## config.mk

```make
export PLATFORM = sky130hd
export DESIGN_NAME = cpu_run_controller
export DESIGN_NICKNAME = d
export VERILOG_FILES = /design/src/rtl/cpu_run_controller.sv
export SDC_FILE = /design/constraint.sdc
export NUM_CORES = 1
export LEC_CHECK = 0
export BUFFER_PORTS_ARGS = -buffer_cell sky130_fd_sc_hd__buf_2
export CAP_MARGIN = 5
export CORE_MARGIN = 2
export CORE_UTILIZATION = 41
export DETAILED_ROUTE_END_ITERATION = 10
export PLACE_DENSITY = 0.92
export SLEW_MARGIN = 10
export SYNTH_ARGS = -nofsm -noshare
export SYNTH_HDL_FRONTEND = slang
export SYNTH_SLANG_ARGS = --single-unit
```

## constraint.sdc

```tcl
create_clock -name clock -period 2.44 [get_ports clock]
set_input_delay 0.244 -clock clock [delete_from_list [all_inputs] [get_ports clock]]
set_output_delay 0.244 -clock clock [all_outputs]
set_load 0.01 [all_outputs]
```

## src/rtl/cpu_run_controller.sv

```systemverilog
// cpu_run_controller
// Execution sequencer for the single-cycle computer. The computer runs on `clock` and
// advances only when `cpu_enable` pulses. Pulses come from a synchronized step button
// (single-step mode) or from `run_tick` (run mode). Execution halts on a PC breakpoint
// or on a halt instruction, and the number of issued pulses is kept in `cycle_count`.
//
// Ports:
//   clock          in   system clock, all state on rising edge
//   reset          in   asynchronous active-high reset, forces INIT
//   step_button    in   debounced step button level (asynchronous)
//   run_tick       in   one-clock strobe, synchronous
//   mode           in   0 = single-step, 1 = run (asynchronous level)
//   bp_enable      in   breakpoint enable
//   bp_address     in   [31:0] breakpoint PC
//   pc             in   [31:0] current PC of the computer
//   instruction    in   [31:0] instruction at pc
//   cpu_enable     out  one-cycle advance strobe
//   register_reset out  register-file clear request (reset and INIT only)
//   cycle_count    out  [15:0] number of cpu_enable pulses, wraps at 2^16
//   halted         out  high while in HALT
//   state          out  [1:0] INIT=00, STEP=01, RUN=10, HALT=11
module cpu_run_controller #(
    parameter logic [31:0] HALT_WORD = 32'hFFFF_FFFF
) (
    input  logic        clock,
    input  logic        reset,
    input  logic        step_button,
    input  logic        run_tick,
    input  logic        mode,
    input  logic        bp_enable,
    input  logic [31:0] bp_address,
    input  logic [31:0] pc,
    input  logic [31:0] instruction,
    output logic        cpu_enable,
    output logic        register_reset,
    output logic [15:0] cycle_count,
    output logic        halted,
    output logic [1:0]  state
);

    typedef enum logic [1:0] {
        StInit = 2'b00,
        StStep = 2'b01,
        StRun  = 2'b10,
        StHalt = 2'b11
    } state_e;

    state_e      r_state;
    state_e      w_state_d;
    logic        w_pulse;
    logic        r_step_s1;
    logic        r_step_s2;
    logic        r_step_s3;
    logic        r_mode_s1;
    logic        r_mode_s2;
    logic        r_cpu_enable;
    logic        r_register_reset;
    logic [15:0] r_cycle_count;
    logic        r_halted;
    logic        w_step_edge;
    logic        w_halt_cond;

    assign w_step_edge = r_step_s2 & ~r_step_s3;
    assign w_halt_cond = (bp_enable && (pc == bp_address)) || (instruction == HALT_WORD);

    // A request in a cycle always takes priority over a pending mode change, which is
    // then picked up on the following cycle since synced mode is still stable.
    always_comb begin
        w_state_d = r_state;
        w_pulse   = 1'b0;
        case (r_state)
            StInit: w_state_d = StStep;
            StStep: begin
                if (w_step_edge) begin
                    if (w_halt_cond) w_state_d = StHalt;
                    else             w_pulse   = 1'b1;
                end else if (r_mode_s2) begin
                    w_state_d = StRun;
                end
            end
            StRun: begin
                if (run_tick) begin
                    if (w_halt_cond) w_state_d = StHalt;
                    else             w_pulse   = 1'b1;
                end else if (!r_mode_s2) begin
                    w_state_d = StStep;
                end
            end
            StHalt: begin
                // Resume bypasses the halt check once, otherwise the same PC would re-halt.
                if (w_step_edge) begin
                    w_pulse   = 1'b1;
                    w_state_d = r_mode_s2 ? StRun : StStep;
                end
            end
            default: w_state_d = StInit;
        endcase
    end

    always_ff @(posedge clock or posedge reset) begin
        if (reset) begin
            r_state          <= StInit;
            r_step_s1        <= 1'b0;
            r_step_s2        <= 1'b0;
            r_step_s3        <= 1'b0;
            r_mode_s1        <= 1'b0;
            r_mode_s2        <= 1'b0;
            r_cpu_enable     <= 1'b0;
            r_register_reset <= 1'b1;
            r_cycle_count    <= 16'd0;
            r_halted         <= 1'b0;
        end else begin
            r_state          <= w_state_d;
            r_step_s1        <= step_button;
            r_step_s2        <= r_step_s1;
            r_step_s3        <= r_step_s2;
            r_mode_s1        <= mode;
            r_mode_s2        <= r_mode_s1;
            r_cpu_enable     <= w_pulse;
            r_register_reset <= (w_state_d == StInit);
            r_cycle_count    <= r_cycle_count + {15'd0, w_pulse};
            r_halted         <= (w_state_d == StHalt);
        end
    end

    assign cpu_enable     = r_cpu_enable;
    assign register_reset = r_register_reset;
    assign cycle_count    = r_cycle_count;
    assign halted         = r_halted;
    assign state          = r_state;

endmodule

```

==> results.py, run 1 <==
metrics = {
    "status": {
        "result_of_the_run": "finished, final reports clean",
    },
    "worst_setup_path": {
        "worst-path-max-fanout": 6,
        "timing.critical_path.from_type": "flip-flop",
        "critical_path_class": "reg -> reg",
        "endpoint_arrival_time_on_the_critical_path_ns": 2.38,
        "critPathRequiredTime_ns": 2.64,
        "critPathCaptureType": "flip-flop",
    },
    "sta": {
        "timing.max_slew.rel_slack_pct": 40.33,
        "max_slew.worst_pin.slew_ns": 0.8940,
        "finalCriticalPeriod_ns": 2.177,
        "timing_max_transition_violations_final": 0,
        "max_freq_ghz": 0.4594,
        "rsz_0062_raised_after_global_routing": "no",
        "setup_viol": 0,
        "period_share_pct": 89.21,
        "tns_ns": 0,
        "fin_hold_ws_ns": 0.08265,
        "fin_skew_ns": 0.006947,
        "total_count_of_hold_check_failures_in_the_final_report": 0,
    },
    "power": {
        "power.density_cell_area_nw_per_um2": 569.0,
        "power_report.internal_total_uw": 942.8,
        "power_leakage_nw": 1.292,
        "combinational_power_share_pct": 41.8,
        "power.share.switching_pct": 33.95,
        "net_switching_power_uw": 484.6,
        "sequentialPowerShare_pct": 39.4,
        "report.power.total_mw": 1.427,
        "power.share.clock_pct": 18.7,
        "irDropWorstVdd_mv": 0.2814,
    },
    "clock_network": {
        "htree_num_levels": 1,
        "cts-buffers-inserted": 3,
        "number_of_sinks_handled_by_clock_tree_synthesis": 26,
        "cts_tree": "yes",
        "clk_transition_reported_paths_ns": 0.08,
        "clock_insertion_delay_worst_skew_ns": 0.27,
        "cts_root_buffer": "sky130_fd_sc_hd__clkbuf_8",
        "max_buffers_root_to_sink": 2,
        "cts_hold_buf": 0,
    },
    "layout": {
        "post_layout_nonfiller_instances": 350,
        "num_antenna_cells": 0,
        "fillcell_total": 318,
        "commonest_non_fill_non_tap_cell_in_the_layout": "sky130_fd_sc_hd__buf_2",
        "area.growth.synth_to_final_pct": 48.30,
        "area_used_by_multi_input_combinational_logic_sq_um": 1035,
        "mostFrequentLayoutCells": "sky130_fd_sc_hd__buf_2, sky130_fd_sc_hd__xor2_1, sky130_fd_sc_hd__dfrtp_1",
        "drive_above_1_share_pct": 50.00,
        "area_of_all_sequential_standard_cells_sq_um": 651.9,
        "largest_register_ffs": 16,
        "layout.nets": 409,
    },
    "synth": {
        "yosysUniqueCellTypes": 37,
        "ys.flop_type": "sky130_fd_sc_hd__dfrtp_1",
        "post-synth-top-area-cell": "sky130_fd_sc_hd__dfrtp_1",
        "ys_ff_latch": 26,
        "seq_total_area_yosys_pct": 38.54,
        "area_of_the_mapped_netlist_sq_um": 1692,
        "yosys.area.top_type_share_pct": 36.98,
        "post_synth_inst_count": 166,
        "synth.net_count": 274,
        "postSynth.asyncResetShare_pct": 100.0,
        "synth_warnings": 0,
        "netlist_top_cells_area": "sky130_fd_sc_hd__dfrtp_1, sky130_fd_sc_hd__xor2_1, sky130_fd_sc_hd__xnor2_1",
        "synth-edff-count": 0,
        "synth.avg_cell_area_sq_um": 10.19,
    },
    "route": {
        "avgViaCountPerCell": 4.960,
        "wirelength_routed_um": 4607,
        "dr_pass1_iterations": 4,
        "post-route-drc-count": 0,
        "drt_first_iter_violations": 143,
        "ant_nets": 0,
        "routed_wire_length_per_instance_um": 13.16,
        "num_vias": 1736,
    },
    "global_routing": {
        "grt.overflow.total": 0,
        "grt_pass1_wl_um": 6451,
        "grt_antenna_before_repair": 0,
        "global_route.usage.total_pct": 18.51,
        "maximum_number_of_pins_on_one_net_before_global_route_repair": 27,
        "first_global_vias": 1448,
    },
    "placement": {
        "hpwl_um": 3945,
        "placed_cells_incl_taps": 345,
        "port_buffers": 122,
        "routabilityCongestion": 0.8933,
    },
    "floorplanning": {
        "num_io_pins": 123,
        "starting_density_of_the_core_pct": 42.60,
        "fp.dieH_um": 68.24,
        "placementRows": 23,
        "fp.dieW_um": 68.24,
        "floorplan.die_area_sq_um": 4656,
        "floorplan.core_area_sq_um": 3971,
    },
    "worst_hold_path": {
        "min-delay-path-class": "in -> reg",
    },
    "run": {
        "maxCapViolations": 0,
    },
}
## layout make-up
cell class                      instances  share of cell area, %
Tap cell                               50                  2.494
Sequential cell                        26                  25.98
Clock buffer                            4                  2.195
Multi-Input combinational cell        131                  41.25
Inverter                                9                  1.347
Timing Repair Buffer                  130                  26.73
## repair_timing
item,CTS,global route
setup buffers,0,1
setup endpoints to repair,2,6
resized for setup,1,8
pin swaps,0,1
## per-stage QoR
step                      cell area [sq um]  util, %  setup slack (ns)
after floorplan                        1692        -            0.1726
after global placement                 2417    60.87           0.08376
after detailed placement               2417    60.87          -0.04908
after CTS                              2472    62.26           0.03521
after global routing                   2509    63.17          0.008306
final                                  2509    63.17            0.2632
## layer usage
layer | part of all wire [%] | vias to the layer above | GRT usage (%)
li1 | - | 865 | -
met1 | 41 | 810 | 25.96
met2 | 53 | 57 | 28.88
met3 | 5.2 | 4 | 3.947
met4 | 0.87 | 0 | 5.000
met5 | 0 | - | 0
## Yosys cell counts (2+ instances only)
cell / n
sky130_fd_sc_hd__a21oi_1: 4
sky130_fd_sc_hd__and3_1: 3
sky130_fd_sc_hd__dfrtp_1: 25
sky130_fd_sc_hd__ha_1: 6
sky130_fd_sc_hd__inv_1: 9
sky130_fd_sc_hd__nand2_1: 5
sky130_fd_sc_hd__nand3_1: 10
sky130_fd_sc_hd__nand3b_1: 2
sky130_fd_sc_hd__nand4_1: 11
sky130_fd_sc_hd__nor2_1: 6
sky130_fd_sc_hd__nor3_1: 4
sky130_fd_sc_hd__nor4_1: 5
sky130_fd_sc_hd__nor4_2: 4
sky130_fd_sc_hd__o21a_1: 3
sky130_fd_sc_hd__o21ai_0: 3
sky130_fd_sc_hd__xnor2_1: 11
sky130_fd_sc_hd__xor2_1: 35
## logic make-up (layout without fill, tap and decap cells)
family | after synthesis | after routing | synth area share (%)
xor+xnor | 46 | 46 | 23.82
flops | 26 | 26 | 38.54
mux | 1 | 1 | 0.6656
buf+inv | 9 | 143 | 1.997
compound gates | 21 | 21 | 9.838
fa+ha+maj | 6 | 6 | 4.438
simple gates | 57 | 57 | 20.71
## power by group through the flow
stage               logic [mW]  registers (mW)  clock network (mW)
floorplan                0.289           0.601                   0
global placement         0.572           0.563                   0
detailed placement       0.590           0.569                   0
CTS                      0.593           0.561               0.271
global route             0.664           0.575               0.292
finish                   0.597           0.563               0.267
## worst paths after layout
| path | slack, ns | from | to | cells past startpoint |
|---|---|---|---|---|
| worst max register to register | 0.26 | state[0] | cycle_count[15] | 11 |
| min in group asynchronous | 0.15 | reset | cycle_count[14] | 2 |
| max in group asynchronous | 1.73 | reset | state[0] | 2 |
| worst min-delay path | 0.08 | step_button | r_step_s1 | 1 |
| worst min register to register | 0.37 | r_mode_s1 | r_mode_s2 | 0 |
| worst max-delay path | 0.26 | state[0] | cycle_count[15] | 11 |
## critical path: stages (launching register included)
cell and delay (ns):
sky130_fd_sc_hd__dfrtp_1 0.38, sky130_fd_sc_hd__inv_1 0.08, sky130_fd_sc_hd__ha_2 0.24, sky130_fd_sc_hd__nand2_1 0.08
sky130_fd_sc_hd__o21ai_1 0.10, sky130_fd_sc_hd__nand4b_1 0.13, sky130_fd_sc_hd__o21ai_2 0.18, sky130_fd_sc_hd__ha_2 0.22
sky130_fd_sc_hd__and3_4 0.20, sky130_fd_sc_hd__nand3_2 0.14, sky130_fd_sc_hd__nor3_2 0.21, sky130_fd_sc_hd__xor2_1 0.15
Note: power is estimated with default switching activity, not from simulation.
==> run 2: changes to the inputs <==
--- a/config.mk
+++ b/config.mk
@@ -5,10 +5,11 @@
 export SDC_FILE = /design/constraint.sdc
 export NUM_CORES = 1
 export LEC_CHECK = 0
+export ABC_AREA = 1
 export BUFFER_PORTS_ARGS = -buffer_cell sky130_fd_sc_hd__buf_2
 export CAP_MARGIN = 5
 export CORE_MARGIN = 2
-export CORE_UTILIZATION = 41
+export CORE_UTILIZATION = 45
 export DETAILED_ROUTE_END_ITERATION = 10
 export PLACE_DENSITY = 0.92
 export SLEW_MARGIN = 10
==> run 2 against run 1 <==
The run now ends with negative setup slack left. Sequential power rose by 9.9%. Non-clock buffer count rose by 18. Cell area rose by 30%. Largest cell class unchanged.
==> results.py, run 2 <==
metrics = {
    "route": {
        "ant_nets": 0,
        "num_vias": 2796,
        "wirelength_routed_um": 6903,
        "dr_pass1_iterations": 5,
        "avgViaCountPerCell": 4.940,
        "drt_first_iter_violations": 159,
        "post-route-drc-count": 0,
        "routed_wire_length_per_instance_um": 12.20,
    },
    "floorplanning": {
        "placementRows": 25,
        "floorplan.die_area_sq_um": 5458,
        "floorplan.core_area_sq_um": 4723,
        "fp.dieW_um": 73.88,
        "num_io_pins": 123,
        "starting_density_of_the_core_pct": 46.52,
        "fp.dieH_um": 73.88,
    },
    "power": {
        "power.density_cell_area_nw_per_um2": 532.9,
        "power_leakage_nw": 1.977,
        "irDropWorstVdd_mv": 0.6808,
    },
    "synth": {
        "netlist_top_cells_area": "sky130_fd_sc_hd__dfrtp_1, sky130_fd_sc_hd__nand2_1, sky130_fd_sc_hd__inv_1",
        "ys_ff_latch": 26,
        "area_of_the_mapped_netlist_sq_um": 2197,
        "post-synth-top-area-cell": "sky130_fd_sc_hd__dfrtp_1",
        "synth_simple_gate_area_share_pct": 42.48,
        "yosysUniqueCellTypes": 27,
        "synth.net_count": 455,
        "post_synth_mux_area_share_pct": 0,
        "synth_commonest_cells": "sky130_fd_sc_hd__nand2_1, sky130_fd_sc_hd__inv_1, sky130_fd_sc_hd__nand4_1, sky130_fd_sc_hd__nor2_1, sky130_fd_sc_hd__dfrtp_1",
        "yosys.area_share.xor_xnor_pct": 7.574,
        "synth.avg_cell_area_sq_um": 6.332,
        "post-synth-top-count-cell": "sky130_fd_sc_hd__nand2_1",
        "ys.flop_type": "sky130_fd_sc_hd__dfrtp_1",
        "synth-edff-count": 0,
        "seq_total_area_yosys_pct": 29.67,
        "largest_family_of_logic_cells_by_synthesized_area": "simple AND/OR/NAND/NOR gates",
        "synth-adder-area-share_pct": 3.417,
        "post_synth_inst_count": 347,
        "postSynth.asyncResetShare_pct": 100.0,
        "synth_warnings": 0,
        "yosys.area.top_type_share_pct": 28.47,
        "synth_compound_gate_area_share_pct": 3.018,
    },
    "worst_setup_path": {
        "critPathRequiredTime_ns": 2.65,
        "endpoint_arrival_time_on_the_critical_path_ns": 2.75,
        "critical_path_class": "reg -> reg",
        "worst-path-max-fanout": 3,
        "timing.critical_path.from_type": "flip-flop",
        "critPathCaptureType": "flip-flop",
    },
    "sta": {
        "tns_ns": -0.3155,
        "total_count_of_hold_check_failures_in_the_final_report": 0,
        "rsz_0062_raised_after_global_routing": "yes",
        "finalCriticalPeriod_ns": 2.542,
        "max_freq_ghz": 0.3934,
        "fin_skew_ns": 0.001221,
        "finalWorstSetupSlack_ns": -0.1021,
        "period_share_pct": 104.2,
        "timing.max_slew.rel_slack_pct": 78.15,
        "setup_viol": 5,
        "timing_max_transition_violations_final": 0,
        "max_slew.worst_pin.slew_ns": 0.3250,
    },
    "layout": {
        "area_of_all_sequential_standard_cells_sq_um": 654.4,
        "layout.nets": 608,
        "mostFrequentLayoutCells": "sky130_fd_sc_hd__buf_2, sky130_fd_sc_hd__nand2_1, sky130_fd_sc_hd__inv_1",
        "num_antenna_cells": 0,
        "area.growth.synth_to_final_pct": 47.95,
        "commonest_non_fill_non_tap_cell_in_the_layout": "sky130_fd_sc_hd__buf_2",
        "post_layout_nonfiller_instances": 566,
        "area_used_by_multi_input_combinational_logic_sq_um": 1329,
        "fillcell_total": 385,
        "final_area_sq_um": 3251,
        "drive_above_1_share_pct": 35.47,
        "largest_register_ffs": 16,
    },
    "placement": {
        "placed_cell_area_sq_um": 3050,
        "placed_cells_incl_taps": 551,
        "hpwl_um": 5506,
        "routabilityCongestion": 0.9086,
        "port_buffers": 122,
    },
    "status": {
        "result_of_the_run": "finished with violations",
        "failed_checks": "negative setup slack",
    },
    "clock_network": {
        "clock_insertion_delay_worst_skew_ns": 0.28,
        "number_of_sinks_handled_by_clock_tree_synthesis": 26,
        "htree_num_levels": 1,
        "clk_transition_reported_paths_ns": 0.09,
        "cts-buffers-inserted": 3,
        "cts_tree": "yes",
        "cts_root_buffer": "sky130_fd_sc_hd__clkbuf_8",
        "max_buffers_root_to_sink": 2,
    },
    "global_routing": {
        "global_route.usage.total_pct": 24.44,
        "maximum_number_of_pins_on_one_net_before_global_route_repair": 27,
        "global_route_met2_usage_pct": 45.73,
        "groute.layer.met3.usage_pct": 3.292,
        "grt_util_met1_pct": 26.19,
        "grt_pass1_wl_um": 10350,
        "grt.overflow.total": 0,
        "top_usage_layer": "met2",
        "first_global_vias": 2594,
        "grt_antenna_before_repair": 0,
    },
    "worst_hold_path": {
        "min-delay-path-class": "in -> reg",
    },
    "run": {
        "maxCapViolations": 0,
    },
}
[run 2: worst paths after layout]
check,end,start,slack (ns),cells after the start
max,cycle_count[12],state[0],-0.10,16
min reg2reg,r_mode_s2,r_mode_s1,0.36,0
max reg2reg,cycle_count[12],state[0],-0.10,16
min,r_step_s1,step_button,0.07,1
max in group asynchronous,register_reset,reset,1.61,4
min in group asynchronous,state[0],reset,0.54,4
[run 2: critical path: stages (launching register included)]
cell,delay (ns)
sky130_fd_sc_hd__dfrtp_2,0.42
sky130_fd_sc_hd__inv_2,0.09
sky130_fd_sc_hd__ha_2,0.20
sky130_fd_sc_hd__inv_2,0.06
sky130_fd_sc_hd__a21oi_2,0.12
sky130_fd_sc_hd__nand3_1,0.09
sky130_fd_sc_hd__a21oi_2,0.20
sky130_fd_sc_hd__ha_4,0.19
sky130_fd_sc_hd__ha_4,0.14
sky130_fd_sc_hd__nand3_2,0.10
sky130_fd_sc_hd__nor2_2,0.14
sky130_fd_sc_hd__nand4_1,0.10
sky130_fd_sc_hd__nor2_1,0.13
sky130_fd_sc_hd__nand2_1,0.10
sky130_fd_sc_hd__nor2_2,0.13
sky130_fd_sc_hd__buf_4,0.12
sky130_fd_sc_hd__xor2_1,0.14
[run 2: area by class of cell]
type,instances,share of cell area (%)
inverter,81,9.353
tap,67,2.579
multi-input combinational,240,40.88
sequential,26,20.13
timing repair buffer,148,24.87
clock inverter,1,0.9238
clock buffer,3,1.270
[run 2: timing repair]
| action | in CTS | in global routing |
|---|---|---|
| setup endpoints to repair | 3 | 8 |
| gates resized for setup | 3 | 4 |
| buffers inserted | 7 | 3 |
| hold buffers | 1 | 0 |
| hold endpoints to repair | 1 | 0 |
| pin swaps | 4 | 4 |
[run 2: cells by family (layout without fill, tap and decap cells)]
family | count (synthesis) | count (layout)
buffers and inverters | 81 | 233
flip-flops | 26 | 26
AND/OR/NAND/NOR | 204 | 204
adder cells (fa/ha/maj) | 6 | 6
AO/OA/AOI/OAI | 11 | 11
XOR/XNOR | 19 | 19
[run 2: report_power, final]
part | switching [mW] | leakage [nW] | internal (mW)
clock | 0.141 | 0.0357 | 0.220
sequential | 0.0949 | 0.317 | 0.524
combinational | 0.407 | 1.62 | 0.345
[run 2: through the flow]
stage | power (mW) | util (%) | setup WS, ns | hold slack (ns)
global placement | 1.279 | 64.58 | -0.01105 | 0.2996
detailed placement | 1.319 | 64.58 | -0.1542 | 0.3065
floorplan | 0.9922 | - | -0.05269 | 0.2754
CTS | 1.714 | 67.95 | -0.07169 | 0.06933
global route | 1.838 | 68.82 | -0.2467 | 0.06374
finish | 1.732 | 68.82 | -0.1021 | 0.07083
[run 2: metal layers]
layer | vias to the layer above | routed length (um)
met2 | 137 | 3509
met4 | 0 | 271
met5 | - | 0
li1 | 1380 | -
met3 | 26 | 510
met1 | 1253 | 2611
==> run 3: changes to the inputs <==
==> constraint.sdc (replaced) <==
create_clock -name clock -period 2.45 [get_ports clock]
set_input_delay 0.245 -clock clock [delete_from_list [all_inputs] [get_ports clock]]
set_output_delay 0.245 -clock clock [all_outputs]
set_load 0.01 [all_outputs]
==> run 3 against run 2 <==
The flow still finishes with violations (negative setup slack). Non-clock buffer count is 4 lower. Sequential share of layout area up 0.31 points. Via count is 4.0% lower. Final cell count shrank 0.71%. Clock power barely moved. Critical path depth down 1. Hold slack better by 0.0044 ns. Register-to-register slack better by 0.03 ns. Core utilization is 1.0 points lower. Combinational power decreased by 3.3%. Die area stayed put. Largest power group unchanged.
==> results.py, run 3 (synthesis gave the netlist of run 2 again) <==
metrics = {
    "sta": {
        "max_freq_ghz": 0.3959,
        "setup_viol": 6,
        "rsz_0062_raised_after_global_routing": "yes",
        "max_slew.worst_pin.slew_ns": 0.9281,
        "timing_max_transition_violations_final": 0,
        "tns_ns": -0.3183,
        "fin_skew_ns": 0.004572,
        "timing.max_slew.rel_slack_pct": 38.06,
        "finalWorstSetupSlack_ns": -0.07616,
        "period_share_pct": 103.1,
        "total_count_of_hold_check_failures_in_the_final_report": 0,
        "finalCriticalPeriod_ns": 2.526,
    },
    "worst_hold_path": {
        "min-delay-path-class": "in -> reg",
    },
    "worst_setup_path": {
        "critical_path.n_buffers_inverters": 3,
        "path_common_cell": "sky130_fd_sc_hd__inv_2",
        "max_stage_delay_ns": 0.41,
        "worst_path_max_delay_cell": "sky130_fd_sc_hd__dfrtp_2",
        "critical_path.cell_chain": "inv_2 -> ha_4 -> o21ai_1 -> a21oi_1 -> nand3_1 -> a21oi_2 -> ha_2 -> buf_4 -> nand3_4 -> nor3_4 -> inv_2 -> nor4_4 -> nand2_2 -> nor3b_2 -> xor2_1",
        "worst-path-max-fanout": 4,
        "critical_path_class": "reg -> reg",
        "critPathRequiredTime_ns": 2.66,
        "critPathCaptureType": "flip-flop",
        "timing.critical_path.from_type": "flip-flop",
        "path_delay_family": "simple AND/OR/NAND/NOR gates",
        "endpoint_arrival_time_on_the_critical_path_ns": 2.73,
    },
    "layout": {
        "largest_register_ffs": 16,
        "fillcell_total": 387,
        "num_antenna_cells": 0,
        "commonest_non_fill_non_tap_cell_in_the_layout": "sky130_fd_sc_hd__buf_2",
        "mostFrequentLayoutCells": "sky130_fd_sc_hd__buf_2, sky130_fd_sc_hd__nand2_1, sky130_fd_sc_hd__inv_1",
        "final_area_sq_um": 3202,
        "drive_above_1_share_pct": 34.55,
        "layout.nets": 604,
        "area.growth.synth_to_final_pct": 45.73,
    },
    "floorplanning": {
        "floorplan.core_area_sq_um": 4723,
        "placementRows": 25,
        "fp.dieW_um": 73.88,
        "floorplan.die_area_sq_um": 5458,
        "num_io_pins": 123,
        "fp.dieH_um": 73.88,
        "starting_density_of_the_core_pct": 46.52,
    },
    "clock_network": {
        "cts_root_buffer": "sky130_fd_sc_hd__clkbuf_8",
        "clk_transition_reported_paths_ns": 0.09,
        "cts_hold_buf": 0,
        "htree_num_levels": 1,
        "number_of_sinks_handled_by_clock_tree_synthesis": 26,
        "cts_tree": "yes",
        "cts-buffers-inserted": 3,
        "clock_insertion_delay_worst_skew_ns": 0.28,
        "max_buffers_root_to_sink": 2,
    },
    "power": {
        "power_leakage_nw": 1.939,
        "power.density_cell_area_nw_per_um2": 533.5,
        "irDropWorstVdd_mv": 0.5634,
    },
    "route": {
        "routed_wire_length_per_instance_um": 11.53,
        "dr_pass1_iterations": 4,
        "post-route-drc-count": 0,
        "wirelength_routed_um": 6480,
        "drt_first_iter_violations": 110,
        "ant_nets": 0,
        "num_vias": 2685,
        "avgViaCountPerCell": 4.778,
    },
    "status": {
        "result_of_the_run": "finished with violations",
        "failed_checks": "negative setup slack",
    },
    "global_routing": {
        "maximum_number_of_pins_on_one_net_before_global_route_repair": 27,
        "grt_antenna_before_repair": 0,
        "grt_pass1_wl_um": 9915,
        "global_route.usage.total_pct": 23.06,
        "first_global_vias": 2476,
        "grt.overflow.total": 0,
    },
    "run": {
        "maxCapViolations": 0,
    },
    "placement": {
        "routabilityCongestion": 0.9028,
        "placed_cell_area_sq_um": 3035,
        "hpwl_um": 5274,
        "port_buffers": 122,
    },
}
run 3: metrics by stage:
| step | std cells | total power [mW] | hold slack (ns) | setup WS (ns) | utilization (%) |
|---|---|---|---|---|---|
| 4_1_cts | 561 | 1.694 | 0.07590 | -0.01044 | 67.31 |
| 6_report | 562 | 1.708 | 0.07522 | -0.07616 | 67.79 |
| 2_1_floorplan | 347 | 0.9882 | 0.2764 | -0.04269 | - |
| 3_5_place_dp | 549 | 1.308 | 0.3371 | -0.1435 | 64.26 |
| 5_1_grt | 562 | 1.820 | 0.06489 | -0.2248 | 67.79 |
| 3_3_place_gp | 549 | 1.272 | 0.3327 | -0.002172 | 64.26 |
run 3: layer usage:
metal / wire length (um) / vias up / track usage (%) / share of wire [%]
met3: 346 / 11 / 1.783 / 5.3
met4: 104 / 0 / 6.869 / 1.6
met5: 0 / - / 0 / 0
met1: 2614 / 1197 / 25.49 / 40
met2: 3414 / 101 / 45.83 / 53
li1: - / 1376 / - / -
run 3: final timing paths:
path | startpoint | end | slack [ns] | cells past startpoint
worst max-delay path | state[1] | cycle_count[15] | -0.08 | 15
worst min-delay path | step_button | r_step_s1 | 0.08 | 1
min in group asynchronous | reset | cycle_count[15] | 0.16 | 2
worst min register to register | r_mode_s1 | r_mode_s2 | 0.36 | 0
worst max register to register | state[1] | cycle_count[15] | -0.08 | 15
max in group asynchronous | reset | state[1] | 1.67 | 2
run 3: layout make-up:
class | instances | area (sq um) | share of cell area (%)
inverter | 81 | 304.0 | 9.496
multi-input combinational | 240 | 1313 | 40.99
timing repair buffer | 144 | 775.7 | 24.23
tap | 67 | 83.83 | 2.618
clock buffer | 3 | 41.29 | 1.290
sequential | 26 | 654.4 | 20.44
clock inverter | 1 | 30.03 | 0.9379
run 3: power by group:
part	switching [mW]	internal, mW
registers	0.101	0.521
clock network	0.139	0.219
logic	0.394	0.334
run 3: timing repair:
action	CTS	global route
endpoints found under the setup margin	3	7
gates resized for setup	2	2
setup buffers	8	3
pin swaps	7	1
